==> config.mk <==
export PLATFORM = sky130hd
export DESIGN_NAME = instr_fetch_queue
export DESIGN_NICKNAME = d
export VERILOG_FILES = /design/src/rtl/instr_fetch_queue.sv
export SDC_FILE = /design/constraint.sdc
export NUM_CORES = 1
export LEC_CHECK = 0
export ABC_CLOCK_PERIOD_IN_PS = 4700
export CORE_AREA = 2 2 258 260
export CTS_BUF_LIST = sky130_fd_sc_hd__clkbuf_16
export DETAILED_ROUTE_END_ITERATION = 8
export DIE_AREA = 0 0 260 262
export MAX_ROUTING_LAYER = met4
export PLACE_DENSITY = 0.6
export SYNTH_ARGS = -nofsm -noshare
export SYNTH_HDL_FRONTEND = slang
export SYNTH_SLANG_ARGS = --single-unit
==> constraint.sdc <==
create_clock -name clk -period 4.7 [get_ports clk]
set_input_delay 0.94 -clock clk [delete_from_list [all_inputs] [get_ports clk]]
set_output_delay 0.94 -clock clk [all_outputs]
set_load 0.01 [all_outputs]
==> src/rtl/instr_fetch_queue.sv <==
// Fetch stage: issues word reads, buffers responses in order, hands them on.
// Define FETCH_PERF_EN to add stall and flush performance counters.
module instr_fetch_queue #(
    parameter int          DEPTH    = 4,
    parameter logic [63:0] RESET_PC = 64'h0
) (
    input  logic        clk,
    input  logic        reset,
    input  logic        redirect_valid,
    input  logic [63:0] redirect_pc,
    output logic        mem_req_valid,
    output logic [63:0] mem_req_addr,
    input  logic        mem_req_ready,
    input  logic        mem_rsp_valid,
    input  logic [31:0] mem_rsp_data,
    output logic        instr_valid,
    output logic [31:0] instr,
    output logic [63:0] instr_pc,
    input  logic        instr_ready
`ifdef FETCH_PERF_EN
    ,
    output logic [31:0] perf_stall_cnt,
    output logic [31:0] perf_flush_cnt
`endif
);

    localparam int AW = $clog2(DEPTH);
    localparam int CW = AW + 1;
    localparam logic [CW-1:0] FULL = CW'(DEPTH);
    localparam logic [CW:0] CAP = {1'b0, FULL};

    typedef enum logic [1:0] {
        IDLE  = 2'd0,
        RUN   = 2'd1,
        FLUSH = 2'd2
    } state_t;

    state_t state;

    logic [63:0]   fetch_pc;
    logic [63:0]   rsp_pc;
    logic [CW-1:0] count;
    logic [CW-1:0] outstanding;
    logic [CW-1:0] drop_cnt;
    logic [AW-1:0] rd_ptr;
    logic [AW-1:0] wr_ptr;

    logic [31:0] q_data [DEPTH];
    logic [63:0] q_pc   [DEPTH];

    logic          req_fire;
    logic          redir;
    logic          rsp_keep;
    logic          rsp_drop;
    logic          enq;
    logic          deq;
    logic [CW:0]   inflight;
    logic [CW-1:0] drop_redir;
    logic [CW-1:0] drop_next;
    logic [63:0]   redir_pc;

    wire unused_redir_lsb = &{1'b0, redirect_pc[1:0]};

    assign inflight   = {1'b0, count} + {1'b0, outstanding};
    assign mem_req_valid = (state == RUN) && (inflight < CAP);
    assign mem_req_addr  = fetch_pc;

    assign req_fire = mem_req_valid && mem_req_ready;
    assign redir    = redirect_valid && (state != IDLE);
    assign rsp_drop = mem_rsp_valid && (drop_cnt != '0);
    assign rsp_keep = mem_rsp_valid && (drop_cnt == '0);
    assign enq      = rsp_keep && !redir;
    assign deq      = instr_valid && instr_ready && !redir;
    assign redir_pc = {redirect_pc[63:2], 2'b00};

    // Everything still in flight (already-doomed or live) becomes doomed.
    assign drop_redir = drop_cnt + outstanding
                      + CW'(req_fire) - CW'(mem_rsp_valid);
    assign drop_next  = drop_cnt - CW'(rsp_drop);

    assign instr_valid = (count != '0);
    assign instr       = instr_valid ? q_data[rd_ptr] : '0;
    assign instr_pc    = instr_valid ? q_pc[rd_ptr] : '0;

    always_ff @(posedge clk or negedge reset) begin
        if (!reset) begin
            state       <= IDLE;
            fetch_pc    <= RESET_PC;
            rsp_pc      <= RESET_PC;
            count       <= '0;
            outstanding <= '0;
            drop_cnt    <= '0;
            rd_ptr      <= '0;
            wr_ptr      <= '0;
        end else if (redir) begin
            count       <= '0;
            rd_ptr      <= '0;
            wr_ptr      <= '0;
            outstanding <= '0;
            drop_cnt    <= drop_redir;
            fetch_pc    <= redir_pc;
            rsp_pc      <= redir_pc;
            state       <= (drop_redir != '0) ? FLUSH : RUN;
        end else begin
            if (req_fire)
                fetch_pc <= fetch_pc + 64'd4;
            if (enq) begin
                wr_ptr <= wr_ptr + AW'(1);
                rsp_pc <= rsp_pc + 64'd4;
            end
            if (deq)
                rd_ptr <= rd_ptr + AW'(1);
            count       <= count + CW'(enq) - CW'(deq);
            outstanding <= outstanding + CW'(req_fire) - CW'(rsp_keep);
            drop_cnt    <= drop_next;
            case (state)
                IDLE:    state <= RUN;
                FLUSH:   if (drop_next == '0) state <= RUN;
                default: state <= state;
            endcase
        end
    end

    always_ff @(posedge clk) begin
        if (enq) begin
            q_data[wr_ptr] <= mem_rsp_data;
            q_pc[wr_ptr]   <= rsp_pc;
        end
    end

`ifdef FETCH_PERF_EN
    always_ff @(posedge clk or negedge reset) begin
        if (!reset) begin
            perf_stall_cnt <= '0;
            perf_flush_cnt <= '0;
        end else begin
            if ((state != IDLE) && !instr_valid)
                perf_stall_cnt <= perf_stall_cnt + 32'd1;
            if (redir)
                perf_flush_cnt <= perf_flush_cnt + 32'd1;
        end
    end
`endif

    // The credit rule keeps a full queue from ever seeing a lone enqueue.
    assert property (@(posedge clk) disable iff (!reset)
        !(enq && !deq && (count == FULL)));

endmodule
==> impl_metrics.env, run 1 <==
export IMPL_status="complete, no violations"
export IMPL_viasPerCell=5.450
export IMPL_crit_family="buffers and inverters"
export IMPL_io_buffer_count=257
export IMPL_synth_most_common_cell="edfxtp_1"
export IMPL_yosys_top_cells_area="edfxtp_1, dfrtp_1, mux4_2"
export IMPL_dieArea_sq_um=68120
export IMPL_ys_flop_type="edfxtp_1"
export IMPL_timing_setup_tns_ns=0
export IMPL_drive_gt1_frac=0.1163
export IMPL_cts_buffers=55
export IMPL_cts_tree="yes"
export IMPL_drt_wl_total_mm=63.21
export IMPL_ant_nets=0
export IMPL_netlist_instances=1600
export IMPL_synth_top_cells_by_count="edfxtp_1, dfrtp_1, and2_1"
export IMPL_ys_ff_latch=515
export IMPL_post_cts_buffers=0
export IMPL_clkTransAtPathRegs_ns=0.06
export IMPL_start_util=0.3482
export IMPL_antenna_found_initial=0
export IMPL_p_per_area_nw_per_um2=543.8
export IMPL_synthArstFlopShare=0.2699
export IMPL_clock_skew_ns=0.01456
export IMPL_cap_violations=0
export IMPL_ctsHoldBuffers=0
export IMPL_hp_class="primary input to async pin"
export IMPL_start_kind="flop"
export IMPL_crit_path_end_kind="output port"
export IMPL_crit_path_max_incr_delay_ns=0.76
export IMPL_first_pass_iters=5
export IMPL_vdd_drop_max_uv=280.6
export IMPL_max_freq_mhz=247.6
export IMPL_dpl_hpwl_mm=42.53
export IMPL_placedCellCount=2672
export IMPL_num_vias=15110
export IMPL_grt_max_degree=110
export IMPL_diodes=0
export IMPL_final_util=0.4331
export IMPL_preCtsSetupSlack_ns=0.7971
export IMPL_syn_area_sq_um=22730
export IMPL_clock_sinks=515
export IMPL_die_h_um=262
export IMPL_drt_iter0_drc=1391
export IMPL_maxSlewHeadroom=0.4418
export IMPL_grt_pass1_vias=15110
export IMPL_power_leakage_nw=9.233
export IMPL_critical_path_arrival_ns=3.10
export IMPL_cts_buffer_depth=3
export IMPL_required_ns=3.76
export IMPL_syn_area_per_cell_sq_um=14.21
export IMPL_yosys_area_top_type="edfxtp_1"
export IMPL_finalSetupViolations=0
export IMPL_yosysUniqueCellTypes=54
export IMPL_grt_pass1_wl_mm=94.53
export IMPL_fin_nets=1987
export IMPL_area_growth_syn_to_layout_pct=24.39
export IMPL_crit_type="flop to output port"
export IMPL_die_w_um=260
export IMPL_critPathMaxFanout=43
export IMPL_finalNonFillerCells=2773
export IMPL_crit_slowest_cell="dfrtp_4"
export IMPL_core_sq_um=65280
export IMPL_yosys_warnings=0
export IMPL_critPathBufInv=2
export IMPL_crit_chain="buf_12 -> mux4_2 -> and2_1 -> clkdlybuf4s50_1"
export IMPL_worst_slack_ns=0.6609
export IMPL_gp_congestion=0.9468
export IMPL_rsz0062_at_grt="false"
export IMPL_grt_overflow=0
export IMPL_period_share=0.8594
export IMPL_wire_per_inst_um=22.80
export IMPL_root_buffer="clkbuf_16"
export IMPL_tightest_slew_ns=0.8373
export IMPL_slew_violations=0
export IMPL_cts_resized_gates=0
export IMPL_nFillCells=5882
export IMPL_track_usage=0.1900
export IMPL_io_pins=264
export IMPL_synth_edf_count=376
export IMPL_htreeDepth=2
export IMPL_yosysSeqAreaShare=0.6498
export IMPL_clock_latency_ns=0.60
export IMPL_std_cell_rows=94
export IMPL_drc=0
export IMPL_fin_crit_ns=4.039
export IMPL_yosys_area_top_type_share=0.4968
export IMPL_finalHoldViolCount=0
cell usage in the layout, fill, tap and decap left out, drive strengths merged, types with 60 or more instances in the layout:
master and count:
a31oi 60, and2 107, clkdlybuf4s50 256, dfrtp 139
edfxtp 376, mux4 94, nand2 84, nand3 68
nand4 75, nor2 102
routing by layer:
layer  vias to the layer above  wire length, um  global-route usage
met1                      7678            27990              0.2587
met2                       531            30070              0.2962
met5                         -                0                   -
li1                       6801                -                   -
met3                       103             3538             0.02961
met4                         0             1612             0.05380
path summary, 6_finish.rpt:
path / from / to / slack (ns) / cells past startpoint
max: rd_ptr[0] / instr_pc[35] / 0.66 / 4
min: reset / drop_cnt[1] / 0.38 / 1
max reg2reg: count[2] / mem_req_addr[49] / 1.41 / 7
min reg2reg: wr_ptr[1] / wr_ptr[1] / 0.58 / 2
max in group asynchronous: reset / mem_req_addr[12] / 3.33 / 2
min in group clk: wr_ptr[1] / wr_ptr[1] / 0.58 / 2
area by class of cell:
cell class | count | area, sq um | share of cell area
clock buffers | 57 | 1426 | 0.05045
clock inverters | 44 | 369.1 | 0.01306
inverters | 32 | 125.1 | 0.004426
multi-input cells | 975 | 7540 | 0.2667
flip-flops and latches | 515 | 14780 | 0.5227
well taps | 864 | 1081 | 0.03824
repair buffers | 286 | 2954 | 0.1045
metrics by stage:
step,instance area (sq um),power [mW],hold WS [ns]
2_1_floorplan,22740,8.693,0.4742
3_3_place_gp,26480,11.10,0.5553
6_report,28270,15.38,0.3768
5_1_grt,28270,16.17,0.4296
3_5_place_dp,26480,11.19,0.5683
4_1_cts,28270,15.55,0.3969
worst register-to-register path, cell delays in order, from the launching register on:
cell     delay, ns
dfrtp_1       0.41
ha_1          0.33
or4b_1        0.55
nor4_4        0.52
buf_4         0.26
nand3_1       0.37
or4_1         0.61
a31oi_1       0.17
state kept, by name (all words and copies together), names as in the netlist:
register	flops
q_pc	248
state	2
q_data	128
drop_cnt	3
count	3
mem_req_addr	62
wr_ptr	2
rsp_pc	62
outstanding	3
rd_ptr	2
cells by family after synthesis:
kind of cell	synth area share
AND/OR/NAND/NOR	0.1460
multiplexers	0.09314
XOR/XNOR	0.02312
adder cells (fa/ha/maj)	0.01233
buffers and inverters	0.02042
flip-flops	0.6498
AO/OA/AOI/OAI	0.05499
other	0.0001650
power by group:
part           switching (mW)  internal (mW)  total (mW)
clock                    1.77           2.56        4.33
sequential              0.973           5.52        6.50
combinational            2.25           2.30        4.55
No activity file was read; power rests on OpenSTA's default activity.
==> run 2, diff against run 1 <==
--- a/config.mk
+++ b/config.mk
@@ -10,8 +10,9 @@
 export CTS_BUF_LIST = sky130_fd_sc_hd__clkbuf_16
 export DETAILED_ROUTE_END_ITERATION = 8
 export DIE_AREA = 0 0 260 262
+export DONT_BUFFER_PORTS = 1
 export MAX_ROUTING_LAYER = met4
-export PLACE_DENSITY = 0.6
+export PLACE_DENSITY = 0.55
 export SYNTH_ARGS = -nofsm -noshare
 export SYNTH_HDL_FRONTEND = slang
 export SYNTH_SLANG_ARGS = --single-unit
==> impl_metrics.env, run 2 (synthesis gave the netlist of run 1 again) <==
export IMPL_status="complete, no violations"
export IMPL_crit_family="flip-flops"
export IMPL_first_pass_iters=6
export IMPL_core_sq_um=65280
export IMPL_combinationalPowerShare=0.227
export IMPL_track_usage=0.1883
export IMPL_period_share=0.7543
export IMPL_slew_violations=0
export IMPL_drt_wl_total_mm=62.66
export IMPL_maxSlewHeadroom=0.3557
export IMPL_finalSetupViolations=0
export IMPL_swShare=0.3446
export IMPL_grt_pass1_wl_mm=92.94
export IMPL_start_kind="flop"
export IMPL_crit_path_max_incr_delay_ns=0.92
export IMPL_p_per_area_nw_per_um2=548.5
export IMPL_wire_per_inst_um=24.91
export IMPL_pwr_share_clk=0.305
export IMPL_dpl_hpwl_mm=41.89
export IMPL_timing_setup_tns_ns=0
export IMPL_power_frac_seq=0.468
export IMPL_crit_type="flop to output port"
export IMPL_die_w_um=260
export IMPL_max_freq_mhz=282.1
export IMPL_largest_reg_flops=248
export IMPL_cts_buffers=56
export IMPL_dieArea_sq_um=68120
export IMPL_clock_latency_ns=0.61
export IMPL_grt_pass1_vias=14100
export IMPL_area_growth_syn_to_layout_pct=12.72
export IMPL_clock_skew_ns=0.02508
export IMPL_r2r_start="outstanding[2]"
export IMPL_ctsHoldBuffers=2
export IMPL_std_cell_rows=94
export IMPL_gp_congestion=0.8921
export IMPL_clkTransAtPathRegs_ns=0.06
export IMPL_viasPerCell=5.614
export IMPL_rsz0062_at_grt="false"
export IMPL_die_h_um=262
export IMPL_cts_resized_gates=0
export IMPL_hold_ws_ns=0.1428
export IMPL_critical_path_depth=3
export IMPL_critPathMaxFanout=45
export IMPL_fin_nets=1724
export IMPL_io_buffer_count=0
export IMPL_start_util=0.3482
export IMPL_grt_max_degree=183
export IMPL_reg_top3="q_pc x248, q_data x128"
export IMPL_critPathBufInv=1
export IMPL_r2r_end="mem_req_addr[49]"
export IMPL_final_common_cell="edfxtp_1"
export IMPL_cts_tree="yes"
export IMPL_tightest_slew_ns=0.9665
export IMPL_vdd_drop_max_uv=437.0
export IMPL_crit_path_end_kind="output port"
export IMPL_top_register="q_pc"
export IMPL_cap_violations=0
export IMPL_crit_chain="buf_4 -> mux4_2 -> and2_1"
export IMPL_nFillCells=6147
export IMPL_grt_overflow=0
export IMPL_post_cts_buffers=0
export IMPL_root_buffer="clkbuf_16"
export IMPL_required_ns=3.76
export IMPL_drt_iter0_drc=1418
export IMPL_drive_gt1_frac=0.1359
export IMPL_io_pins=264
export IMPL_ff2ff_path_depth=6
export IMPL_final_cell_mix="edfxtp_1, dfrtp_1, and2_1, nor2_1, mux4_2"
export IMPL_ant_nets=0
export IMPL_clock_sinks=515
export IMPL_cts_buffer_depth=3
export IMPL_power_switching_mw=4.843
export IMPL_fin_crit_ns=3.545
export IMPL_r2r_slack_ns=1.39
export IMPL_power_internal_mw=9.210
export IMPL_num_vias=14120
export IMPL_antenna_found_initial=2
export IMPL_crit_slowest_cell="dfrtp_4"
export IMPL_drc=0
export IMPL_power_leakage_nw=8.236
export IMPL_hp_class="primary input to async pin"
export IMPL_htreeDepth=2
export IMPL_critical_path_arrival_ns=2.61
export IMPL_finalHoldViolCount=0
## run 2: cell types whose count changed in the layout (fill, tap and decap cells not counted), moves of 2 or more
| cell | change |
|---|---|
| clkdlybuf4s50_1 | -256 |
| inv_1 | +5 |
| clkinv_1 | -11 |
| buf_4 | -4 |
| bufinv_16 | -2 |
| buf_12 | -4 |
| clkinv_2 | +4 |
| diode_2 | +3 |
| inv_6 | +2 |
| clkinv_4 | +2 |
| inv_2 | +2 |
## run 2: final cells by class
| type | instances | area (sq um) | share of cell area |
|---|---|---|---|
| diodes | 3 | 7.507 | 0.0002930 |
| clock buffers | 56 | 1401 | 0.05470 |
| clock inverters | 48 | 385.4 | 0.01504 |
| inverters | 32 | 125.1 | 0.004884 |
| multi-input cells | 975 | 7545 | 0.2945 |
| flip-flops and latches | 515 | 14780 | 0.5768 |
| well taps | 864 | 1081 | 0.04220 |
| repair buffers | 22 | 297.8 | 0.01162 |
## run 2: worst max-delay path by stage
stage,start,slack (ns),to
2_1_floorplan,mem_rsp_valid,0.07,q_data[0][0]
3_3_place_gp,mem_rsp_valid,1.07,rsp_pc[53]
3_5_place_dp,mem_rsp_valid,1.05,rsp_pc[53]
4_1_cts,rd_ptr[1],1.07,instr_pc[36]
5_1_grt,rd_ptr[1],1.02,instr_pc[36]
6_report,rd_ptr[1],1.15,instr_pc[28]
## run 2: power by group through the flow
stage               Combinational, mW  Sequential, mW  Clock [mW]
detailed placement               3.25            6.65           0
global placement                 3.19            6.61           0
floorplan                        2.48            6.21           0
finish                           3.19            6.57        4.29
CTS                              3.29            6.56        4.42
global route                     3.56            6.68        4.58
## run 2: layer usage
layer,vias up,share of wire,global-route usage
met5,-,0,-
met4,0,0.030,0.06130
met3,113,0.071,0.04253
met2,493,0.47,0.2911
met1,7222,0.43,0.2465
li1,6291,-,-
## run 2: through the flow
step | setup WS (ns) | util | total power [mW] | area (sq um) | std cells
floorplan | 0.06632 | - | 8.693 | 22740 | 1603
global placement | 1.071 | 0.3643 | 9.801 | 23780 | 2406
detailed placement | 1.050 | 0.3643 | 9.898 | 23780 | 2406
CTS | 1.071 | 0.3924 | 14.27 | 25610 | 2512
global route | 1.021 | 0.3924 | 14.82 | 25610 | 2512
finish | 1.155 | 0.3925 | 14.05 | 25620 | 2515
==> run 3, diff against run 2 <==
--- a/config.mk
+++ b/config.mk
@@ -5,7 +5,7 @@
 export SDC_FILE = /design/constraint.sdc
 export NUM_CORES = 1
 export LEC_CHECK = 0
-export ABC_CLOCK_PERIOD_IN_PS = 4700
+export ABC_CLOCK_PERIOD_IN_PS = 3610
 export CORE_AREA = 2 2 258 260
 export CTS_BUF_LIST = sky130_fd_sc_hd__clkbuf_16
 export DETAILED_ROUTE_END_ITERATION = 8
==> constraint.sdc (replaced) <==
create_clock -name clk -period 3.61 [get_ports clk]
set_input_delay 0.722 -clock clk [delete_from_list [all_inputs] [get_ports clk]]
set_output_delay 0.722 -clock clk [all_outputs]
set_load 0.01 [all_outputs]
==> impl_metrics.env, run 3 (synthesis gave the netlist of run 1 again) <==
export IMPL_io_buffer_count=0
export IMPL_critPathMaxFanout=17
export IMPL_maxSlewHeadroom=0.4083
export IMPL_finalSetupViolations=0
export IMPL_finalNonFillerCells=2527
export IMPL_cap_violations=0
export IMPL_wire_per_inst_um=24.77
export IMPL_clkTransAtPathRegs_ns=0.06
export IMPL_p_per_area_nw_per_um2=716.4
export IMPL_tightest_slew_ns=0.8875
export IMPL_start_kind="flop"
export IMPL_hold_ws_ns=-0.1885
export IMPL_root_buffer="clkbuf_16"
export IMPL_cts_buffers=56
export IMPL_required_ns=2.89
export IMPL_grt_pass1_wl_mm=91.55
export IMPL_ff2ff_path_depth=8
export IMPL_viasPerCell=5.598
export IMPL_clock_sinks=515
export IMPL_critical_path_arrival_ns=2.46
export IMPL_violations="negative hold slack"
export IMPL_gp_congestion=0.8840
export IMPL_final_cell_mix="edfxtp_1, dfrtp_1, and2_1, nor2_1, mux4_2"
export IMPL_rsz0062_at_grt="false"
export IMPL_grt_max_degree=192
export IMPL_max_freq_mhz=314.2
export IMPL_drive_gt1_frac=0.1396
export IMPL_fin_nets=1738
export IMPL_nFillCells=6079
export IMPL_post_cts_buffers=0
export IMPL_track_usage=0.1866
export IMPL_grt_pass1_vias=13990
export IMPL_reg_top3="q_pc x248, q_data x128"
export IMPL_first_pass_iters=7
export IMPL_io_pins=264
export IMPL_power_leakage_nw=8.349
export IMPL_cts_buffer_depth=3
export IMPL_crit_path_end_kind="output port"
export IMPL_htreeDepth=2
export IMPL_die_w_um=260
export IMPL_total_power_mw=18.51
export IMPL_clock_latency_ns=0.61
export IMPL_period_share=0.8817
export IMPL_crit_type="flop to output port"
export IMPL_start_util=0.3482
export IMPL_status="finished with violations"
export IMPL_top_register="q_pc"
export IMPL_die_h_um=262
export IMPL_slew_violations=0
export IMPL_core_sq_um=65280
export IMPL_dieArea_sq_um=68120
export IMPL_fin_crit_ns=3.183
export IMPL_placedCellCount=2422
export IMPL_drc=0
export IMPL_area_growth_syn_to_layout_pct=13.70
export IMPL_cts_tree="yes"
export IMPL_timing_setup_tns_ns=0
export IMPL_ant_nets=0
export IMPL_clock_skew_ns=0.03247
export IMPL_drt_iter0_drc=1231
export IMPL_grt_overflow=0
export IMPL_hp_class="primary input to async pin"
export IMPL_cts_resized_gates=0
export IMPL_final_common_cell="edfxtp_1"
export IMPL_drt_wl_total_mm=62.60
export IMPL_finalHoldViolCount=139
export IMPL_num_vias=14150
export IMPL_dpl_hpwl_mm=42.70
export IMPL_antenna_found_initial=1
export IMPL_std_cell_rows=94
export IMPL_largest_reg_flops=248
export IMPL_vdd_drop_max_uv=399.3
run 3: layout make-up:
cell class | instances | area (sq um) | area share
repair buffers | 36 | 457.9 | 0.01772
inverters | 32 | 125.1 | 0.004841
diodes | 1 | 2.502 | 0.00009683
multi-input cells | 975 | 7545 | 0.2919
flip-flops and latches | 515 | 14780 | 0.5718
clock buffers | 57 | 1426 | 0.05519
well taps | 864 | 1081 | 0.04183
clock inverters | 47 | 429.2 | 0.01661
run 3: where the power goes:
group / total, mW / internal, mW / switching, mW
Sequential: 8.57 / 7.19 / 1.38
Clock: 5.76 / 3.42 / 2.33
Combinational: 4.18 / 1.65 / 2.53
run 3: through the flow:
stage	hold WS, ns	util	cell area (sq um)	setup slack (ns)
floorplan	0.4264	-	22750	0.2490
global placement	0.4342	0.3675	23990	0.6383
detailed placement	0.4367	0.3675	23990	0.5949
CTS	-0.2381	0.3959	25840	0.3098
global route	-0.2278	0.3959	25840	0.2812
finish	-0.1885	0.3959	25840	0.4271
run 3: path summary, 6_finish.rpt:
kind / start / endpoint / slack, ns
min in group clk: mem_rsp_data[29] / q_data[1][29] / 0.21
worst max register to register: outstanding[2] / mem_req_addr[49] / 0.56
max in group asynchronous: reset / rd_ptr[1] / 3.56
worst max-delay path: rd_ptr[0] / instr_pc[44] / 0.43
worst min register to register: wr_ptr[1] / wr_ptr[1] / 0.58
worst min-delay path: reset / mem_req_addr[27] / -0.19
run 3: routing by layer:
metal / routed length (um) / GRT usage
met4: 1738 / 0.05667
met2: 29750 / 0.2920
met3: 4756 / 0.04794
met5: 0 / -
met1: 26350 / 0.2390
run 3: worst max-delay path: stages (launching register included):
cell	delay [ns]
dfrtp_4	0.66
buf_4	0.37
mux4_2	0.59
and2_1	0.23
